$ cat src/rtl/y86_pipe_stage.sv
// rtl/y86_pipe_stage.sv - elastic Y86 pipeline stage register with 2-entry skid buffer
//
// Carries an icode plus an opaque payload between two pipeline stages using a
// valid/ready handshake. A main register M drives the outputs; a skid register S
// absorbs one beat while downstream stalls, so in_ready depends on registered state only.
//
// Ports:
//   clk, rst                 rising-edge clock, asynchronous active-high reset
//   in_valid/in_ready        upstream handshake (in_ready registered)
//   in_icode, in_data        upstream beat
//   flush                    synchronous squash of all held beats
//   out_valid/out_ready      downstream handshake
//   out_icode, out_data      presented beat (out_icode = NOP_ICODE when empty)
//   occupancy                beats held, 0..2
//
// Optional: define PIPE_STAGE_PERF_CNT_EN to add saturating stall_cnt/bubble_cnt outputs.

module y86_pipe_stage #(
    parameter int                 DATA_W    = 80,
    parameter int                 ICODE_W   = 8,
    parameter logic [ICODE_W-1:0] NOP_ICODE = 8'h01
) (
    input  logic               clk,
    input  logic               rst,
    input  logic               in_valid,
    output logic               in_ready,
    input  logic [ICODE_W-1:0] in_icode,
    input  logic [DATA_W-1:0]  in_data,
    input  logic               flush,
    output logic               out_valid,
    input  logic               out_ready,
    output logic [ICODE_W-1:0] out_icode,
    output logic [DATA_W-1:0]  out_data,
    output logic [1:0]         occupancy
`ifdef PIPE_STAGE_PERF_CNT_EN
    ,
    output logic [31:0]        stall_cnt,
    output logic [31:0]        bubble_cnt
`endif
);

    logic               m_v_q, m_v_d;
    logic               s_v_q, s_v_d;
    logic [ICODE_W-1:0] m_icode_q, m_icode_d;
    logic [DATA_W-1:0]  m_data_q, m_data_d;
    logic [ICODE_W-1:0] s_icode_q, s_icode_d;
    logic [DATA_W-1:0]  s_data_q, s_data_d;

    logic accept;
    logic drain;

    // in_ready comes straight from the skid valid flop: no path from out_ready.
    assign accept = in_valid & ~s_v_q;
    assign drain  = m_v_q & out_ready;

    always_comb begin
        m_v_d     = m_v_q;
        s_v_d     = s_v_q;
        m_icode_d = m_icode_q;
        m_data_d  = m_data_q;
        s_icode_d = s_icode_q;
        s_data_d  = s_data_q;
        if (flush) begin
            // Payload is left in place; only the valid bits and icode become a bubble.
            m_v_d     = 1'b0;
            s_v_d     = 1'b0;
            m_icode_d = NOP_ICODE;
        end else if (!m_v_q || drain) begin
            if (s_v_q) begin
                m_v_d     = 1'b1;
                m_icode_d = s_icode_q;
                m_data_d  = s_data_q;
                s_v_d     = 1'b0;
            end else if (accept) begin
                m_v_d     = 1'b1;
                m_icode_d = in_icode;
                m_data_d  = in_data;
            end else begin
                m_v_d     = 1'b0;
                m_icode_d = NOP_ICODE;
            end
        end else if (accept) begin
            s_v_d     = 1'b1;
            s_icode_d = in_icode;
            s_data_d  = in_data;
        end
    end

    always_ff @(posedge clk or posedge rst) begin
        if (rst) begin
            m_v_q     <= 1'b0;
            s_v_q     <= 1'b0;
            m_icode_q <= NOP_ICODE;
            m_data_q  <= '0;
            s_icode_q <= '0;
            s_data_q  <= '0;
        end else begin
            m_v_q     <= m_v_d;
            s_v_q     <= s_v_d;
            m_icode_q <= m_icode_d;
            m_data_q  <= m_data_d;
            s_icode_q <= s_icode_d;
            s_data_q  <= s_data_d;
        end
    end

    assign in_ready  = ~s_v_q;
    assign out_valid = m_v_q;
    assign out_icode = m_icode_q;
    assign out_data  = m_data_q;
    assign occupancy = {1'b0, m_v_q} + {1'b0, s_v_q};

`ifdef PIPE_STAGE_PERF_CNT_EN
    logic [31:0] stall_cnt_q, stall_cnt_d;
    logic [31:0] bubble_cnt_q, bubble_cnt_d;

    always_comb begin
        stall_cnt_d  = stall_cnt_q;
        bubble_cnt_d = bubble_cnt_q;
        if (m_v_q && !out_ready && stall_cnt_q != 32'hFFFF_FFFF) begin
            stall_cnt_d = stall_cnt_q + 32'd1;
        end
        if (!m_v_q && bubble_cnt_q != 32'hFFFF_FFFF) begin
            bubble_cnt_d = bubble_cnt_q + 32'd1;
        end
    end

    always_ff @(posedge clk or posedge rst) begin
        if (rst) begin
            stall_cnt_q  <= '0;
            bubble_cnt_q <= '0;
        end else begin
            stall_cnt_q  <= stall_cnt_d;
            bubble_cnt_q <= bubble_cnt_d;
        end
    end

    assign stall_cnt  = stall_cnt_q;
    assign bubble_cnt = bubble_cnt_q;
`endif

endmodule

$ cat config.mk
export PLATFORM = sky130hd
export DESIGN_NAME = y86_pipe_stage
export DESIGN_NICKNAME = d
export VERILOG_FILES = /design/src/rtl/y86_pipe_stage.sv
export SDC_FILE = /design/constraint.sdc
export NUM_CORES = 1
export LEC_CHECK = 0
export ABC_AREA = 1
export CAP_MARGIN = 20
export CORE_ASPECT_RATIO = 1.4
export CORE_MARGIN = 2
export CORE_UTILIZATION = 40
export DETAILED_ROUTE_END_ITERATION = 6
export DONT_BUFFER_PORTS = 1
export GPL_TIMING_DRIVEN = 0
export HOLD_SLACK_MARGIN = 0.03
export PLACE_DENSITY = 0.61
export SLEW_MARGIN = 5
export SYNTH_ARGS = -nofsm -noshare
export SYNTH_HDL_FRONTEND = slang
export SYNTH_SLANG_ARGS = --single-unit
$ cat constraint.sdc
create_clock -name clk -period 7.8 [get_ports clk]
set_clock_uncertainty 0.05 [all_clocks]
set_input_delay 1.17 -clock clk [delete_from_list [all_inputs] [get_ports clk]]
set_output_delay 1.17 -clock clk [all_outputs]
set_load 0.005 [all_outputs]
==> results.py, run 1 <==
metrics = {
    "cells_and_area": {
        "area_growth_pct": 12.1,
        "drive_gt1_share_pct": 7.75,
        "diodes": 0,
        "fin_nets": 1178,
    },
    "setup_path": {
        "worst-path-buf-inv": 3,
        "cpMostUsedCell": "buf_2",
        "critPathArrivalTime_ps": 1660,
        "crit_chain": "buf_2, inv_2, buf_2",
        "cp_slowest_cell": "dfrtp_1",
        "startpoint_type": "flip-flop",
        "ff2ff_path_depth": 7,
        "required_ps": 6580,
        "reg2reg_from": "s_v_q",
        "cp-end-kind": "output port",
        "critical_path_class": "reg -> out",
        "cpPeakStageDelay_ps": 410,
        "timing.rr.end": "out_data[3]",
        "critPathTopFamily": "buffers and inverters",
        "critPathMaxFanout": 10,
        "r2r_slack_ps": 5640,
    },
    "yosys": {
        "synth_top_cell_by_area": "dfrtp_1",
        "yosys-top-cells-count": "618 x nand2_1, 178 x nand3_1, 177 x dfrtp_1",
        "syn_avg_cell_area_um2": 7.62,
        "synth_area_leaders": "dfrtp_1 55%, nand2_1 29%, nand3_1 11%",
        "synth_edf_count": 0,
        "ys_warn_count": 0,
        "synthCells": 1064,
        "synth_area_um2": 8110,
        "yosysTopAreaCellShare_pct": 54.6,
        "yosys.cell_count.top_type": "nand2_1",
        "ys_types": 17,
        "synthArstFlopShare_pct": 100,
        "ys_ff_latch": 178,
        "synthFlopType": "dfrtp_1",
        "syn_nets": 1158,
        "ys_seq_area_share_pct": 54.9,
    },
    "floorplan": {
        "die_h_um": 172,
        "die-area_um2": 21400,
        "ios": 185,
        "core_area_um2": 19800,
        "placementRows": 61,
        "die_w_um": 124,
        "start_util_pct": 40.9,
    },
    "routing": {
        "num_vias": 6700,
        "ant_nets": 0,
        "drt_iter0_drc": 427,
        "routed_wl_um": 22500,
        "drc": 0,
        "vias_per_cell": 4.97,
        "wire_per_inst_um": 16.7,
        "firstDrtPassIters": 5,
    },
    "global_routing": {
        "antenna_found_initial": 0,
        "grt_pass1_wl_um": 35600,
        "overflow": 0,
        "grt_usage_pct": 20.9,
        "grt_pass1_vias": 6491,
        "grt_max_degree": 106,
    },
    "placement": {
        "pre_cts_ws_ps": 5110,
        "port_buffers": 0,
        "dp_hpwl_um": 15700,
        "routabilityCongestion": 0.792,
    },
    "sta": {
        "finalCriticalPeriod_ps": 2880,
        "fmax_mhz": 347,
        "maxSlewViolCount": 0,
        "finalCritPeriodShare_pct": 36.9,
        "rsz0062_at_grt": "no",
        "relSlewSlack_pct": 53.6,
        "hold_viol": 0,
        "setup_viol": 0,
        "setup_ws_ps": 4920,
        "worstMarginPinSlew_ps": 693,
    },
    "pwr": {
        "switchingPower_uw": 667,
        "totalPowerFinal_mw": 2.42,
        "seqPwrFrac_pct": 50.5,
        "p_comb_share_pct": 11.5,
        "ir_drop_mv": 0.143,
        "power.share.switching_pct": 27.5,
        "p_per_area_nw_per_um2": 267,
        "clkPwrFrac_pct": 38.0,
        "total_leakage_power_nw": 5.03,
        "p_int_mw": 1.76,
    },
    "outcome": {
        "outcome": "completed",
    },
    "worst_hold_path": {
        "hold_end": "s_icode_q[2]",
        "hold_depth": 2,
        "hp-start": "s_icode_q[2]",
        "holdCritPathClass": "reg -> reg",
    },
    "clock_network": {
        "clockBufferDepth": 2,
        "post_cts_resized": 0,
        "cts_sinks": 178,
        "worstSkewPairLatency_ps": 430,
        "clockRootBuffer": "clkbuf_16",
        "htreeDepth": 4,
        "clk_pin_slew_ps": 70,
        "cts_tree": "built",
        "postCtsHoldBufs": 0,
        "postCtsSetupRepairBufs": 0,
        "cts-buffers-inserted": 17,
    },
    "run": {
        "drv_cap": 0,
    },
}
worst register-to-register path: stages (launching register included):
cell,delay [ps]
dfrtp_1,390
buf_2,280
inv_2,200
nand2_1,100
nand3_1,480
buf_2,410
nand2_1,90
nand2_1,60
through the flow:
step	util (%)	area (um^2)	std cells	TNS, ps	hold slack [ps]
2_1_floorplan	-	8110	1064	0	384
3_3_place_gp	42.5	8420	1316	-89580	398
3_5_place_dp	42.6	8460	1317	0	408
4_1_cts	45.8	9090	1349	0	424
5_1_grt	45.8	9090	1349	0	438
6_report	45.8	9090	1349	0	420
how the worst max path moves through the flow:
stage,startpoint,endpoint,slack (ps),depth (start not counted)
2_1_floorplan,rst,out_data[0],1750,1
3_3_place_gp,rst,out_data[66],-510,1
3_5_place_dp,in_valid,out_data[3],5110,7
4_1_cts,s_v_q,in_ready,4890,3
5_1_grt,s_v_q,in_ready,4840,3
6_report,s_v_q,in_ready,4920,3
sequential cells by signal, indices dropped and copies added, names as in the netlist:
signal / flops
out_data: 80
out_icode: 8
out_valid: 1
s_data_q: 80
s_icode_q: 8
s_v_q: 1
power groups by stage:
stage	combinational, mW	sequential, mW	clock [mW]
global route	0.331	1.24	0.975
global placement	0.274	1.24	0
CTS	0.286	1.22	0.941
detailed placement	0.285	1.24	0
finish	0.279	1.22	0.921
floorplan	0.225	1.21	0
placed cells by master, fill, tap and decap left out:
cell / Yosys / layout
nand2_1: 618 / 618
nand3_1: 178 / 178
dfrtp_1: 177 / 177
buf_2: 39 / 39
clkbuf_1: 21 / 23
clkbuf_16: 0 / 17
buf_1: 7 / 7
inv_1: 5 / 4
nor2_1: 4 / 4
bufinv_16: 0 / 4
clkinvlp_4: 0 / 4
buf_4: 3 / 3
inv_2: 3 / 3
buf_6: 2 / 2
nor2_2: 2 / 2
clkinv_4: 0 / 2
nor2_4: 1 / 1
nand3_2: 1 / 1
inv_8: 0 / 1
or2_2: 1 / 1
ha_1: 1 / 1
inv_6: 0 / 1
clkbuf_8: 0 / 1
clkinv_2: 0 / 1
buf_16: 0 / 1
dfstp_2: 1 / 1
logic make-up after synthesis:
logic type,synth area share (%)
buffers and inverters,4.63
flip-flops,54.9
AND/OR/NAND/NOR,40.3
adder cells (fa/ha/maj),0.154
final cells by class:
type                    instances  area, um^2
repair buffers                  1        27.5
well taps                     252         315
clock buffers                  20         447
fillers                      2010       10800
clock inverters                12         181
multi-input cells             806        3280
plain buffers                  72         345
flip-flops and latches        178        4460
inverters                       8        37.5
layer usage:
layer	wire [um]	GRT usage (%)
met1	9710	26.6
met2	11000	34.6
met3	1400	6.13
met4	419	6.79
met5	0	0
No activity file was read; power rests on OpenSTA's default activity.
==> run 2, diff against run 1 <==
clock period = 2.8 ns   (was 7.8 ns; I/O delays follow)
==> run 2 against run 1 <==
Worst setup slack got worse by 4300 ps. Combinational power rose to 2.8 times the previous value. Via count up 0.34%. Cell area up 0.77%. Global-route usage grew 0.26 points. Sequential share of layout area fell by 0.38 points. Final cell count is 0.37% higher. Sequential power grew to 2.8 times the previous value. Largest cell class unchanged.
==> results.py, run 2 (same netlist as run 1, synthesis figures left out) <==
metrics = {
    "global_routing": {
        "grt_max_degree": 40,
        "grt_usage_pct": 21.2,
        "antenna_found_initial": 0,
        "grt_pass1_vias": 6612,
        "overflow": 0,
        "grt_pass1_wl_um": 36100,
    },
    "sta": {
        "rsz0062_at_grt": "no",
        "finalCriticalPeriod_ps": 2210,
        "setup_viol": 0,
        "relSlewSlack_pct": 53.1,
        "maxSlewViolCount": 0,
        "worstMarginPinSlew_ps": 702,
        "fmax_mhz": 452,
        "finalCritPeriodShare_pct": 78.9,
        "hold_viol": 0,
        "hold_slack_ps": 68.8,
    },
    "clock_network": {
        "post_cts_resized": 0,
        "htreeDepth": 4,
        "worstSkewPairLatency_ps": 430,
        "clockBufferDepth": 2,
        "clk_pin_slew_ps": 70,
        "clockRootBuffer": "clkbuf_16",
        "cts-buffers-inserted": 17,
        "cts_sinks": 178,
        "cts_tree": "built",
    },
    "outcome": {
        "outcome": "completed",
    },
    "cells_and_area": {
        "area_growth_pct": 12.9,
        "drive_gt1_share_pct": 8.26,
        "layout.cells.non_filler": 1354,
        "diodes": 0,
        "final_common_cell": "nand2_1",
        "fin_nets": 1183,
        "fillers": 2032,
        "final_cell_mix": "618 x nand2_1, 178 x nand3_1, 177 x dfrtp_1",
    },
    "floorplan": {
        "die_w_um": 124,
        "core_area_um2": 19800,
        "start_util_pct": 40.9,
        "die_h_um": 172,
        "die-area_um2": 21400,
        "ios": 185,
        "placementRows": 61,
    },
    "routing": {
        "firstDrtPassIters": 4,
        "num_vias": 6723,
        "ant_nets": 0,
        "routed_wl_um": 22600,
        "drt_iter0_drc": 418,
        "drc": 0,
        "wire_per_inst_um": 16.7,
        "vias_per_cell": 4.97,
    },
    "placement": {
        "dp_hpwl_um": 16100,
        "dp.cells": 1321,
        "port_buffers": 0,
        "routabilityCongestion": 0.776,
    },
    "setup_path": {
        "critPathArrivalTime_ps": 2480,
        "cpMostUsedCell": "nand2_1",
        "critPathTopFamily": "buffers and inverters",
        "required_ps": 3070,
        "worst-path-buf-inv": 3,
        "cp_slowest_cell": "nand3_1",
        "crit_chain": "buf_2, inv_2, nand2_1, nand3_1, buf_2, nand2_1, nand2_1",
        "startpoint_type": "flip-flop",
        "cpPeakStageDelay_ps": 490,
        "critical_path_class": "reg -> reg",
        "cp-end-kind": "flip-flop",
        "critPathMaxFanout": 10,
    },
    "worst_hold_path": {
        "holdCritPathClass": "in -> reg",
    },
    "pwr": {
        "clkPwrFrac_pct": 37.6,
        "power.share.switching_pct": 27.7,
        "total_leakage_power_nw": 5.08,
        "p_per_area_nw_per_um2": 734,
        "p_int_mw": 4.86,
        "seqPwrFrac_pct": 50.7,
        "ir_drop_mv": 0.378,
        "switchingPower_mw": 1.86,
        "p_comb_share_pct": 11.7,
    },
    "run": {
        "drv_cap": 0,
    },
}
-- run 2: cell types whose count changed in the layout (fill, tap and decap cells not counted), moves of 2 or more --
cell / change
clkbuf_1: -2
inv_6: +2
buf_12: +5
clkbuf_8: +2
clkinv_2: +3
clkinvlp_4: -2
-- run 2: worst paths after layout --
kind / startpoint / endpoint / slack (ps) / depth (start not counted)
setup reg to reg: s_v_q / out_data[2] / 590 / 7
setup / recovery: s_v_q / out_data[2] / 590 / 7
hold / removal: in_data[11] / s_data_q[11] / 70 / 2
hold reg to reg: s_data_q[55] / s_data_q[55] / 420 / 2
min in group asynchronous: rst / out_data[46] / 480 / 2
max in group asynchronous: rst / out_icode[0] / 1140 / 5
-- run 2: metal layers --
| layer | vias up | GRT usage, % | wire length, um |
|---|---|---|---|
| met5 | - | 0 | 0 |
| met2 | 161 | 35.8 | 11300 |
| met3 | 11 | 7.15 | 1530 |
| met1 | 3168 | 26.1 | 9600 |
| met4 | 0 | 5.91 | 193 |
| li1 | 3383 | - | - |
-- run 2: worst register-to-register path: stages (launching register included) --
cell	delay [ps]
dfrtp_1	370
buf_2	310
inv_2	210
nand2_1	110
nand3_1	490
buf_2	420
nand2_1	90
nand2_1	50
-- run 2: area by class of cell --
class                           instances  area, um^2  area share (%)
Sequential cell                       178        4460            48.7
Multi-Input combinational cell        806        3280            35.8
Clock buffer                           20         467            5.10
Buffer                                 72         345            3.77
Tap cell                              252         315            3.44
Clock inverter                         12         153            1.67
Timing Repair Buffer                    6         110            1.20
Inverter                                8        33.8           0.369
-- run 2: timing repair --
action	CTS	global route
setup buffers	0	0
hold buffers	1	0
endpoints found under the hold margin	22	0
-- run 2: power groups by stage --
| stage | combinational [mW] | clock (mW) | sequential, mW |
|---|---|---|---|
| 2_1_floorplan | 0.629 | 0 | 3.37 |
| 3_3_place_gp | 0.763 | 0 | 3.44 |
| 3_5_place_dp | 0.805 | 0 | 3.45 |
| 4_1_cts | 0.807 | 2.59 | 3.41 |
| 5_1_grt | 0.940 | 2.67 | 3.47 |
| 6_report | 0.789 | 2.53 | 3.41 |
-- run 2: metrics by stage --
stage	power [mW]	utilization (%)	setup slack [ps]	TNS (ps)	instance area [um^2]
after floorplan	4.00	-	50.2	0	8110
after detailed placement	4.25	43.0	575	0	8530
after CTS	6.81	46.1	561	0	9160
after global placement	4.20	42.5	-1070	-186230	8430
after global routing	7.08	46.1	463	0	9160
final	6.72	46.1	589	0	9160
